## config.mk

```make
export PLATFORM = sky130hd
export DESIGN_NAME = uart_frame_streamer_flat
export DESIGN_NICKNAME = d
export VERILOG_FILES = /design/src/rtl/uart_frame_streamer_pkg.sv /design/src/rtl/uart_frame_streamer_if.sv /design/src/rtl/uart_frame_streamer_decoder.sv /design/src/rtl/uart_frame_streamer.sv /design/src/flat_wrapper.sv
export SDC_FILE = /design/constraint.sdc
export NUM_CORES = 1
export LEC_CHECK = 0
export ABC_AREA = 1
export CORE_MARGIN = 4
export CORE_UTILIZATION = 48
export CTS_CLUSTER_SIZE = 16
export DETAILED_ROUTE_END_ITERATION = 8
export PLACE_DENSITY = 0.77
export SYNTH_ARGS = -nofsm -noshare
export SYNTH_HDL_FRONTEND = slang
export SYNTH_SLANG_ARGS = --single-unit
```

## constraint.sdc

```tcl
create_clock -name i_clk -period 2.3 [get_ports i_clk]
set_input_delay 0.23 -clock i_clk [delete_from_list [all_inputs] [get_ports i_clk]]
set_output_delay 0.23 -clock i_clk [all_outputs]
set_load 0.01 [all_outputs]
```

## src/rtl/uart_frame_streamer_pkg.sv

```systemverilog
// Shared opcodes, header byte, FSM state encoding and mode type for the frame streamer.
package uart_frame_streamer_pkg;

  localparam logic [7:0] CMD_F        = 8'h46;
  localparam logic [7:0] CMD_W        = 8'h57;
  localparam logic [7:0] CMD_D        = 8'h44;
  localparam logic [7:0] CMD_X        = 8'h58;
  localparam logic [7:0] SYNC_DEFAULT = 8'hA5;

  typedef enum logic [3:0] {
    ST_IDLE      = 4'd0,
    ST_HDR0      = 4'd1,
    ST_HDR1      = 4'd2,
    ST_WAIT_LINE = 4'd3,
    ST_RD        = 4'd4,
    ST_LATCH     = 4'd5,
    ST_SEND_HI   = 4'd6,
    ST_SEND_LO   = 4'd7,
    ST_NEXT      = 4'd8,
    ST_DRAIN     = 4'd9,
    ST_ABORT     = 4'd10
  } state_t;

  typedef enum logic [1:0] {
    MODE_NONE = 2'd0,
    MODE_F    = 2'd1,
    MODE_W    = 2'd2,
    MODE_D    = 2'd3
  } mode_t;

  // Second header byte echoes the command that started the frame.
  function automatic logic [7:0] mode_cmd(input mode_t m);
    case (m)
      MODE_F:  return CMD_F;
      MODE_W:  return CMD_W;
      MODE_D:  return CMD_D;
      default: return 8'h00;
    endcase
  endfunction

endpackage

```

## src/rtl/uart_frame_streamer_if.sv

```systemverilog
// UART and line_buffer handshake bundle; master is the streamer, slave is the surrounding logic.
interface uart_frame_streamer_if #(
  parameter int H     = 752,
  parameter int V     = 480,
  parameter int PIX_W = 10
);
  localparam int AW = $clog2(H);
  localparam int LW = $clog2(V);

  logic [7:0]       rx_data;
  logic             rx_ready;
  logic             tx_idle;
  logic [7:0]       tx_data;
  logic             tx_start;
  logic             line_ready;
  logic [PIX_W-1:0] pix_data;
  logic [LW-1:0]    req_line;
  logic [AW-1:0]    rd_addr;
  logic             rel;
  logic             busy;
  logic             frame_done;

  modport master (
    input  rx_data, rx_ready, tx_idle, line_ready, pix_data,
    output tx_data, tx_start, req_line, rd_addr, rel, busy, frame_done
  );

  modport slave (
    output rx_data, rx_ready, tx_idle, line_ready, pix_data,
    input  tx_data, tx_start, req_line, rd_addr, rel, busy, frame_done
  );
endinterface

```

## src/rtl/uart_frame_streamer_decoder.sv

```systemverilog
// RX_READY rising-edge detector and opcode decoder producing registered one-cycle command strobes.
module stream_cmd_decoder
  import uart_frame_streamer_pkg::*;
(
  input  logic       i_clk,
  input  logic       i_rst,
  input  logic [7:0] i_rx_data,
  input  logic       i_rx_ready,
  output logic       o_start_f,
  output logic       o_start_w,
  output logic       o_start_d,
  output logic       o_abort
);
  logic r_rx_ready_d;
  logic r_start_f;
  logic r_start_w;
  logic r_start_d;
  logic r_abort;
  logic w_edge;

  assign w_edge = i_rx_ready & ~r_rx_ready_d;

  // Edge register tracks RX_READY even in reset so a level held through reset is not a command.
  always_ff @(posedge i_clk) begin
    r_rx_ready_d <= i_rx_ready;
    if (i_rst) begin
      r_start_f <= 1'b0;
      r_start_w <= 1'b0;
      r_start_d <= 1'b0;
      r_abort   <= 1'b0;
    end else begin
      r_start_f <= w_edge && (i_rx_data == CMD_F);
      r_start_w <= w_edge && (i_rx_data == CMD_W);
      r_start_d <= w_edge && (i_rx_data == CMD_D);
      r_abort   <= w_edge && (i_rx_data == CMD_X);
    end
  end

  assign o_start_f = r_start_f;
  assign o_start_w = r_start_w;
  assign o_start_d = r_start_d;
  assign o_abort   = r_abort;
endmodule

```

## src/rtl/uart_frame_streamer.sv

```systemverilog
// Command-driven frame dump controller: header, then pixels in F/W/D mode, with abort.
module uart_frame_streamer
  import uart_frame_streamer_pkg::*;
#(
  parameter int         H     = 752,
  parameter int         V     = 480,
  parameter int         PIX_W = 10,
  parameter int         DECIM = 2,
  parameter logic [7:0] SYNC  = SYNC_DEFAULT
) (
  input logic                   i_clk,
  input logic                   i_rst,
  uart_frame_streamer_if.master io_bus
);
  localparam int AW = $clog2(H);
  localparam int LW = $clog2(V);

  state_t           r_state, w_state_nx;
  mode_t            r_mode, w_mode_nx;
  logic [7:0]       r_tx_data, w_tx_data_nx;
  logic             r_tx_start, w_tx_start_nx;
  logic [LW-1:0]    r_req_line, w_req_line_nx;
  logic [AW-1:0]    r_rd_addr, w_rd_addr_nx;
  logic             r_rel, w_rel_nx;
  logic             r_busy, w_busy_nx;
  logic             r_done, w_done_nx;
  logic [PIX_W-1:0] r_hold, w_hold_nx;

  logic       w_start_f, w_start_w, w_start_d, w_abort;
  logic       w_tx_ok;
  logic [AW:0] w_step_a, w_addr_sum;
  logic [LW:0] w_step_l, w_line_sum;
  logic [15:0] w_hold16;
  logic [7:0]  w_pix8;

  stream_cmd_decoder u_dec (
    .i_clk      (i_clk),
    .i_rst      (i_rst),
    .i_rx_data  (io_bus.rx_data),
    .i_rx_ready (io_bus.rx_ready),
    .o_start_f  (w_start_f),
    .o_start_w  (w_start_w),
    .o_start_d  (w_start_d),
    .o_abort    (w_abort)
  );

  // The previous-cycle strobe guard covers the cycle before uart_send drops TX_IDLE.
  assign w_tx_ok    = io_bus.tx_idle && !r_tx_start;
  assign w_step_a   = (r_mode == MODE_D) ? (AW+1)'(DECIM) : (AW+1)'(1);
  assign w_step_l   = (r_mode == MODE_D) ? (LW+1)'(DECIM) : (LW+1)'(1);
  assign w_addr_sum = {1'b0, r_rd_addr} + w_step_a;
  assign w_line_sum = {1'b0, r_req_line} + w_step_l;
  assign w_hold16   = 16'(r_hold);
  assign w_pix8     = r_hold[PIX_W-1 -: 8];

  // Next-state and next-output logic; abort outranks every transition out of a busy state.
  always_comb begin
    w_state_nx    = r_state;
    w_mode_nx     = r_mode;
    w_tx_data_nx  = r_tx_data;
    w_tx_start_nx = 1'b0;
    w_req_line_nx = r_req_line;
    w_rd_addr_nx  = r_rd_addr;
    w_rel_nx      = 1'b0;
    w_busy_nx     = r_busy;
    w_done_nx     = 1'b0;
    w_hold_nx     = r_hold;
    if (w_abort && (r_state != ST_IDLE)) begin
      w_state_nx = ST_ABORT;
    end else begin
      case (r_state)
        ST_IDLE: begin
          if (w_start_f || w_start_w || w_start_d) begin
            w_mode_nx     = w_start_f ? MODE_F : (w_start_w ? MODE_W : MODE_D);
            w_busy_nx     = 1'b1;
            w_req_line_nx = '0;
            w_rd_addr_nx  = '0;
            w_rel_nx      = 1'b1;
            w_state_nx    = ST_HDR0;
          end else begin
            w_state_nx = ST_IDLE;
          end
        end
        ST_HDR0: begin
          if (w_tx_ok) begin
            w_tx_start_nx = 1'b1;
            w_tx_data_nx  = SYNC;
            w_state_nx    = ST_HDR1;
          end else begin
            w_state_nx = ST_HDR0;
          end
        end
        ST_HDR1: begin
          if (w_tx_ok) begin
            w_tx_start_nx = 1'b1;
            w_tx_data_nx  = mode_cmd(r_mode);
            w_state_nx    = ST_WAIT_LINE;
          end else begin
            w_state_nx = ST_HDR1;
          end
        end
        ST_WAIT_LINE: begin
          if (io_bus.line_ready) begin
            w_state_nx = ST_RD;
          end else begin
            w_state_nx = ST_WAIT_LINE;
          end
        end
        ST_RD: w_state_nx = ST_LATCH;
        ST_LATCH: begin
          w_hold_nx  = io_bus.pix_data;
          w_state_nx = ST_SEND_HI;
        end
        ST_SEND_HI: begin
          if (w_tx_ok) begin
            w_tx_start_nx = 1'b1;
            w_tx_data_nx  = (r_mode == MODE_W) ? w_hold16[15:8] : w_pix8;
            w_state_nx    = (r_mode == MODE_W) ? ST_SEND_LO : ST_NEXT;
          end else begin
            w_state_nx = ST_SEND_HI;
          end
        end
        ST_SEND_LO: begin
          if (w_tx_ok) begin
            w_tx_start_nx = 1'b1;
            w_tx_data_nx  = w_hold16[7:0];
            w_state_nx    = ST_NEXT;
          end else begin
            w_state_nx = ST_SEND_LO;
          end
        end
        ST_NEXT: begin
          if (w_addr_sum < (AW+1)'(H)) begin
            w_rd_addr_nx = w_addr_sum[AW-1:0];
            w_state_nx   = ST_RD;
          end else if (w_line_sum < (LW+1)'(V)) begin
            w_req_line_nx = w_line_sum[LW-1:0];
            w_rd_addr_nx  = '0;
            w_rel_nx      = 1'b1;
            w_state_nx    = ST_WAIT_LINE;
          end else begin
            w_state_nx = ST_DRAIN;
          end
        end
        ST_DRAIN: begin
          if (w_tx_ok) begin
            w_done_nx     = 1'b1;
            w_busy_nx     = 1'b0;
            w_req_line_nx = '0;
            w_rd_addr_nx  = '0;
            w_state_nx    = ST_IDLE;
          end else begin
            w_state_nx = ST_DRAIN;
          end
        end
        ST_ABORT: begin
          if (w_tx_ok) begin
            w_rel_nx      = 1'b1;
            w_busy_nx     = 1'b0;
            w_req_line_nx = '0;
            w_rd_addr_nx  = '0;
            w_state_nx    = ST_IDLE;
          end else begin
            w_state_nx = ST_ABORT;
          end
        end
        default: w_state_nx = ST_IDLE;
      endcase
    end
  end

  // State and registered-output update.
  always_ff @(posedge i_clk) begin
    if (i_rst) begin
      r_state    <= ST_IDLE;
      r_mode     <= MODE_NONE;
      r_tx_data  <= 8'h00;
      r_tx_start <= 1'b0;
      r_req_line <= '0;
      r_rd_addr  <= '0;
      r_rel      <= 1'b0;
      r_busy     <= 1'b0;
      r_done     <= 1'b0;
      r_hold     <= '0;
    end else begin
      r_state    <= w_state_nx;
      r_mode     <= w_mode_nx;
      r_tx_data  <= w_tx_data_nx;
      r_tx_start <= w_tx_start_nx;
      r_req_line <= w_req_line_nx;
      r_rd_addr  <= w_rd_addr_nx;
      r_rel      <= w_rel_nx;
      r_busy     <= w_busy_nx;
      r_done     <= w_done_nx;
      r_hold     <= w_hold_nx;
    end
  end

  assign io_bus.tx_data    = r_tx_data;
  assign io_bus.tx_start   = r_tx_start;
  assign io_bus.req_line   = r_req_line;
  assign io_bus.rd_addr    = r_rd_addr;
  assign io_bus.rel        = r_rel;
  assign io_bus.busy       = r_busy;
  assign io_bus.frame_done = r_done;
endmodule
```

## src/flat_wrapper.sv

```systemverilog
// flat-port wrapper written by rule: the top's interface ports become plain ports
module uart_frame_streamer_flat import uart_frame_streamer_pkg::*;
#(
  parameter int         H     = 752,
  parameter int         V     = 480,
  parameter int         PIX_W = 10,
  parameter int         DECIM = 2,
  parameter logic [7:0] SYNC  = SYNC_DEFAULT
)
  (i_clk, i_rst, io_bus_rx_data, io_bus_rx_ready, io_bus_tx_idle, io_bus_line_ready, io_bus_pix_data, io_bus_tx_data, io_bus_tx_start, io_bus_req_line, io_bus_rd_addr, io_bus_rel, io_bus_busy, io_bus_frame_done);
  uart_frame_streamer_if #(.H(H), .V(V), .PIX_W(PIX_W)) io_bus_i ();
  input logic i_clk;
  input logic i_rst;
  input wire logic [$bits(io_bus_i.rx_data)-1:0] io_bus_rx_data;
  input wire logic [$bits(io_bus_i.rx_ready)-1:0] io_bus_rx_ready;
  input wire logic [$bits(io_bus_i.tx_idle)-1:0] io_bus_tx_idle;
  input wire logic [$bits(io_bus_i.line_ready)-1:0] io_bus_line_ready;
  input wire logic [$bits(io_bus_i.pix_data)-1:0] io_bus_pix_data;
  output wire logic [$bits(io_bus_i.tx_data)-1:0] io_bus_tx_data;
  output wire logic [$bits(io_bus_i.tx_start)-1:0] io_bus_tx_start;
  output wire logic [$bits(io_bus_i.req_line)-1:0] io_bus_req_line;
  output wire logic [$bits(io_bus_i.rd_addr)-1:0] io_bus_rd_addr;
  output wire logic [$bits(io_bus_i.rel)-1:0] io_bus_rel;
  output wire logic [$bits(io_bus_i.busy)-1:0] io_bus_busy;
  output wire logic [$bits(io_bus_i.frame_done)-1:0] io_bus_frame_done;
  assign io_bus_i.rx_data = io_bus_rx_data;
  assign io_bus_i.rx_ready = io_bus_rx_ready;
  assign io_bus_i.tx_idle = io_bus_tx_idle;
  assign io_bus_i.line_ready = io_bus_line_ready;
  assign io_bus_i.pix_data = io_bus_pix_data;
  assign io_bus_tx_data = io_bus_i.tx_data;
  assign io_bus_tx_start = io_bus_i.tx_start;
  assign io_bus_req_line = io_bus_i.req_line;
  assign io_bus_rd_addr = io_bus_i.rd_addr;
  assign io_bus_rel = io_bus_i.rel;
  assign io_bus_busy = io_bus_i.busy;
  assign io_bus_frame_done = io_bus_i.frame_done;
  uart_frame_streamer #(.H(H), .V(V), .PIX_W(PIX_W), .DECIM(DECIM), .SYNC(SYNC)) u_core (.i_clk(i_clk), .i_rst(i_rst), .io_bus(io_bus_i));
endmodule
```

# Word level (Yosys, flattened, before mapping)
# Cells that the tools add are included.
word_totals:
  register_bits: 52
  output_inout_bits: 31
op_classes:
  add_sub_neg: 2
  n_lt_le_gt_ge: 2
  n_eq_ne: 26
  n_mux: 42
  bitwise: 5
  n_reduce_logical: 25
op_table:
  columns: ["operator", "count"]
  rows:
  - ["4-bit one-hot mux with 11 select lines", 1]
  - ["10-bit 2-to-1 mux", 4]
  - ["8-bit 2-to-1 mux", 5]
  - ["9-bit 2-to-1 mux", 4]
  - ["8-bit by 7-bit equality test with 1-bit output, second input constant", 4]
  - ["4-bit 2-to-1 mux", 8]
  - ["8-bit one-hot mux with 4 select lines", 1]
  - ["10-bit one-hot mux with 3 select lines", 1]
  - ["9-bit one-hot mux with 3 select lines", 1]
  - ["7-bit one-hot mux with 3 select lines", 1]
  - ["4-bit by 3-bit equality test with 1-bit output, second input constant", 4]
  - ["2-bit by 1-bit != test with 1-bit output, second input constant", 7]
  - ["4-bit equality test, second input constant", 3]
  - ["6-bit AND reduction", 2]
  - ["10-bit by 11-bit adder with 11-bit output", 1]
  - ["11-bit by 10-bit < comparator with 1-bit output, second input constant", 1]
  - ["9-bit by 10-bit adder with 10-bit output", 1]
  - ["10-bit by 9-bit < comparator with 1-bit output, second input constant", 1]
  - ["1-bit 2-to-1 mux", 9]
  - ["4-bit by 2-bit equality test with 1-bit output, second input constant", 2]
  - ["2-bit 2-to-1 mux", 4]
  - ["4-bit nonzero test", 2]
  - ["1-bit logical AND", 6]
  - ["3-bit OR reduction", 2]
  - ["21 further kinds", 27]

# Longest topological paths before layout
logic_depth:
  depth_word: 8
  ltp_mapped: 23
  mapped_depth_nobuf: 22

# By module
# Synthesis repeated with hierarchy kept, for this count alone.
hier_totals:
  cells_unflattened: 463
  hier_area_um2: 3074.2
by_module_without_submodules:
  columns: ["module", "n_inst", "cells_per_inst", "area_per_inst_um2"]
  rows:
  - ["uart_frame_streamer", 1, 428, 2854.0]
  - ["stream_cmd_decoder", 1, 35, 220.2]

# Least setup slack after synthesis
# No wires, ideal clock.
synth_path:
  kind: "reg2reg"
  startpoint: "register u_core.r_mode[1]"
  endpoint: "register u_core.r_rd_addr[1] (netlist: u_core.io_bus.rd_addr[1])"
  setup_time_ns: 0.113
  t_arrival_ns: 2.274
  setup_slack_ns: -0.088
  path_stages_with_launch: 19
  period_less_slack_ns: 2.388
  cell_sequence: "dfxtp_1 > ha_1 > inv_2 > ha_1 > ha_1 > inv_1 > nand2_1 > nand3_1 > inv_1 > nand2_1 > xor2_1 > nand2_1 > nand2_4 > nand2_2 > nand2_4 > nand2_4 > buf_6 > o21ai_1 > nor2_1"
synth_via:
  elab_chain_len: 6
  elab_cells_between_ends: 11
  classes_between: "add/sub: 2; order compare: 2; eq/ne: 2; mux: 4; reduce/logical: 1"
synth_lines:
  columns: ["item", "line_no", "source"]
  rows:
  - ["start, declared", "uart_frame_streamer.sv:19", "mode_t r_mode, w_mode_nx;"]
  - ["start signal, assigned", "uart_frame_streamer.sv:187", "r_mode <= w_mode_nx;"]
  - ["2-bit equality test (*)", "uart_frame_streamer.sv:49, uart_frame_streamer.sv:50", null]
  - ["2-bit 2-to-1 mux", "uart_frame_streamer.sv:49, uart_frame_streamer.sv:50", null]
  - ["10-bit by 11-bit adder with 11-bit output / 9-bit by 10-bit adder with 10-bit output (equally long branches)", "uart_frame_streamer.sv:51, uart_frame_streamer.sv:52", null]
  - ["11-bit by 10-bit < comparator with 1-bit output / 10-bit by 9-bit < comparator with 1-bit output (equally long branches)", "uart_frame_streamer.sv:133, uart_frame_streamer.sv:136", null]
  - ["3-bit by 1-bit != test with 1-bit output (no line) / 10-bit 2-to-1 mux (equally long branches)", null, null]
  - ["5-bit AND reduction (no line) / 10-bit one-hot mux with 3 select lines (equally long branches)", null, null]
  - ["end signal, assigned", "uart_frame_streamer.sv:191", "r_rd_addr <= w_rd_addr_nx;"]
  - ["end, declared", "uart_frame_streamer.sv:23", "logic [AW-1:0] r_rd_addr, w_rd_addr_nx;"]
# Every way passes the cells marked *; elsewhere a longest branch is shown, timed or not.
# A chain may end at the register's enable or synchronous reset.

# Final worst setup path
layout_path:
  startpoint: "register u_core.r_mode[1]"
  endpoint: "register u_core.r_rd_addr[7] (netlist: u_core.io_bus.rd_addr[7])"
# The elaborated chain is that of the path after synthesis.

==> impl_results.md <==
- Distinct cells, synth: 38
- Drt first pass iters: 5
- Diode count: 0
- Clock Latency Late Sink: 310 ps
- DR vias: 3386
- Core area: 5991 sq um
- Clock power share: 46.6%
- Switch share: 19.61%
- Most common cell after layout, fill and taps aside: nand2_1
- Fin crit period: 2398 ps
- Gp weighted congestion: 0.8857
- Pwr dens: 429.8 nW/um^2
- Clock Sinks: 52
- Startpoint types: flop
- Primary FF master, synth: dfxtp_1
- Cells after Synth: 447
- Clock Tree Root: clkbuf_8
- Initial antenna violation count: 0
- Residual DRC: 0
- CTS tree: yes
- Final cell count without fillers: 610
- Syn nets: 478
- Routed vias/inst: 5.551
- Area growth, synth to finish: 43.59%
- FP Rows: 28
- Cell Int Power: 0.001491 W
- Maxcap violations: 0
- Worst setup EP type: flop
- Yosys warning total: 0
- DP HPWL: 5867 um
- Largest net degree at the start of global routing: 18
- Die area: 7591 sq um
- Layout cells sized above 1: 24.49%
- DR WL/cell: 14.93 um
- WS Path Type: flop to flop
- Gr ovfl total: 0
- Slew @ Worst Pin: 559.3 ps
- Detailed Route WL: 9109 um
- Peak supply drop: 317.7 uV
- First-pass GRT wire length: 13480 um
- Finished Core Util: 72.03%
- Die height: 87.13 um
- Setup violations, final: 17
- Fin. Hold Viols: 0
- HP Class: input pin to flop
- EDFF count, synth: 0
- Cts hold-fix bufs: 0
- NetSw: 0.0003638 W
- FMAX: 417.0 MHz
- Max-slew violation count: 0
- Number of global-route vias before repair: 3036
- Clock transition at the registers of the reported paths: 100 ps
- #FFs+latches synth: 52
- Worst clock skew: 11.38 ps
- Final net count: 565
- Filler instances: 466
- TritonCTS Buffers: 5
- Placed Instances: 591
- WP data required: 2550 ps
- Final ANT Viol Nets: 0
- Rel. slew slack: 62.58%
- Final Worst Setup Slack: -98.18 ps
- Most frequent cells in the layout: nand2_1, inv_1, clkdlybuf4s50_1
- Port buffer count: 53
- Io pins: 54
- Depth of the CTS H-tree: 2
- Area of the mapped netlist: 3005 sq um
- Die W: 87.13 um
- P_leak: 1.720 nW
- Final period util: 104.3%
- Unrepaired setup endpoints after global routing: true
- Post-synth ARST share: 0%
- Crit Path Max Fanout: 6
- GRT Total Usage: 21.56%
- Status: finished, violations left
- Combinational group share of total power: 4.9%
- Failing checks: negative setup slack
- Starting Density: 50.17%
- Synthesized area per cell: 6.723 sq um
- Critical path arrival: 2650 ps
- Post-synthesis sequential area ratio: 34.64%
- Clock Path Buffers: 2
- Sequential power share: 48.5%
- Drt first-iter violations: 228
==> cell type report <==
type / instances / area, sq um / area share (%)
flip-flops and latches: 52 / 1049 / 24.30
well taps: 75 / 93.84 / 2.175
multi-input cells: 321 / 1954 / 45.29
inverters: 69 / 274.0 / 6.350
repair buffers: 85 / 785.8 / 18.21
clock buffers: 5 / 68.82 / 1.595
clock inverters: 3 / 90.09 / 2.088
==> registers in the layout (all words and copies together) (netlist names) <==
name / flops
u_core.io_bus.rd_addr: 10
u_core.r_state: 4
u_core.io_bus.tx_data: 8
u_core.io_bus.busy: 1
u_core.u_dec.o_start_d: 1
u_core.u_dec.o_start_f: 1
u_core.io_bus.frame_done: 1
u_core.r_mode: 2
u_core.u_dec.r_rx_ready_d: 1
u_core.io_bus.tx_start: 1
u_core.u_dec.o_abort: 1
u_core.r_hold: 10
u_core.io_bus.rel: 1
u_core.io_bus.req_line: 9
u_core.u_dec.o_start_w: 1
==> power by group through the flow <==
stage / combinational, W / clock (W) / sequential, W
after floorplan: 0.0000301 / 0 / 0.000924
after global placement: 0.0000823 / 0 / 0.000923
after detailed placement: 0.0000848 / 0 / 0.000923
after CTS: 0.0000858 / 0.000860 / 0.000901
after global routing: 0.0000973 / 0.000906 / 0.000901
final: 0.0000909 / 0.000863 / 0.000900
==> routing by layer <==
metal	track usage [%]	vias up	part of all wire, %
met5	0	-	0
met4	5.160	0	2.4
met3	3.879	30	6.9
met2	37.68	169	50
met1	27.47	1557	40
li1	-	1630	-
==> worst max-delay path, cell delays in order, from the launching register on <==
cell and delay (ps):
dfxtp_4 370, ha_4 180, inv_4 80, nand2_2 60, and2_4 140, ha_4 150, inv_2 60, nand2_4 60
nand3_4 80, inv_2 60, nand2_2 80, xor2_2 190, nand2_2 100, nand2_4 130, nand3_4 160, a21oi_4 250
inv_4 80, nor2_2 110
==> what timing repair did <==
item                       4_1_cts  5_1_grt
gates resized for setup         19       59
setup buffers                    5        5
setup endpoints to repair       22       24
cloned                           0        1
pin swaps                       18       31
==> cell usage after synthesis, types with 2 or more instances <==
master	instances	area share, %
a21oi_2	5	1.5
nand4_1	10	2.1
nand2_1	102	13
dfxtp_1	52	35
a221oi_1	3	0.87
inv_2	7	0.87
xnor2_1	4	1.2
nor2_4	2	0.75
a21oi_1	35	5.8
a2111oi_0	3	0.87
nand2_4	5	1.9
nand3_1	34	5.7
ha_1	8	3.3
nor2_2	3	0.62
o21ai_1	6	1.0
o21ai_0	22	3.7
nor4_1	5	1.0
nor3_1	6	1.0
nand2_2	7	1.5
inv_1	59	7.4
clkbuf_1	4	0.50
nor2_1	49	6.1
==> worst paths after layout <==
| path | slack, ps | endpoint | startpoint | cells past startpoint |
|---|---|---|---|---|
| hold / removal | 390 | u_core.u_dec.r_rx_ready_d | io_bus_rx_ready | 1 |
| setup / recovery | -100 | u_core.io_bus.rd_addr[7] | u_core.r_mode[1] | 17 |
| hold reg to reg | 450 | u_core.r_mode[0] | u_core.u_dec.o_start_w | 1 |
| setup reg to reg | -100 | u_core.io_bus.rd_addr[7] | u_core.r_mode[1] | 17 |
==> cell families (layout without fill, tap and decap cells) <==
| logic type | after synthesis | after routing | synth area share, % |
|---|---|---|---|
| xor+xnor | 5 | 5 | 1.457 |
| simple gates | 229 | 230 | 35.64 |
| flops | 52 | 52 | 34.64 |
| fa+ha+maj | 8 | 8 | 3.331 |
| compound gates | 78 | 78 | 14.95 |
| buf+inv | 75 | 162 | 9.992 |
==> through the flow <==
step                cell area, sq um  power [W]  hold slack [ps]  TNS (ps)  setup WS, ps
floorplan                       3019  0.0009537            257.7         0         13.29
global placement                3775   0.001006            432.9    -331.0        -37.62
detailed placement              3775   0.001008            444.8     -2004        -163.5
CTS                             4041   0.001847            387.2    -34.53        -12.25
global route                    4315   0.001904            393.1     -3486        -198.5
finish                          4315   0.001855            390.5    -806.7        -98.18
Power figures use the tool's default switching activity.
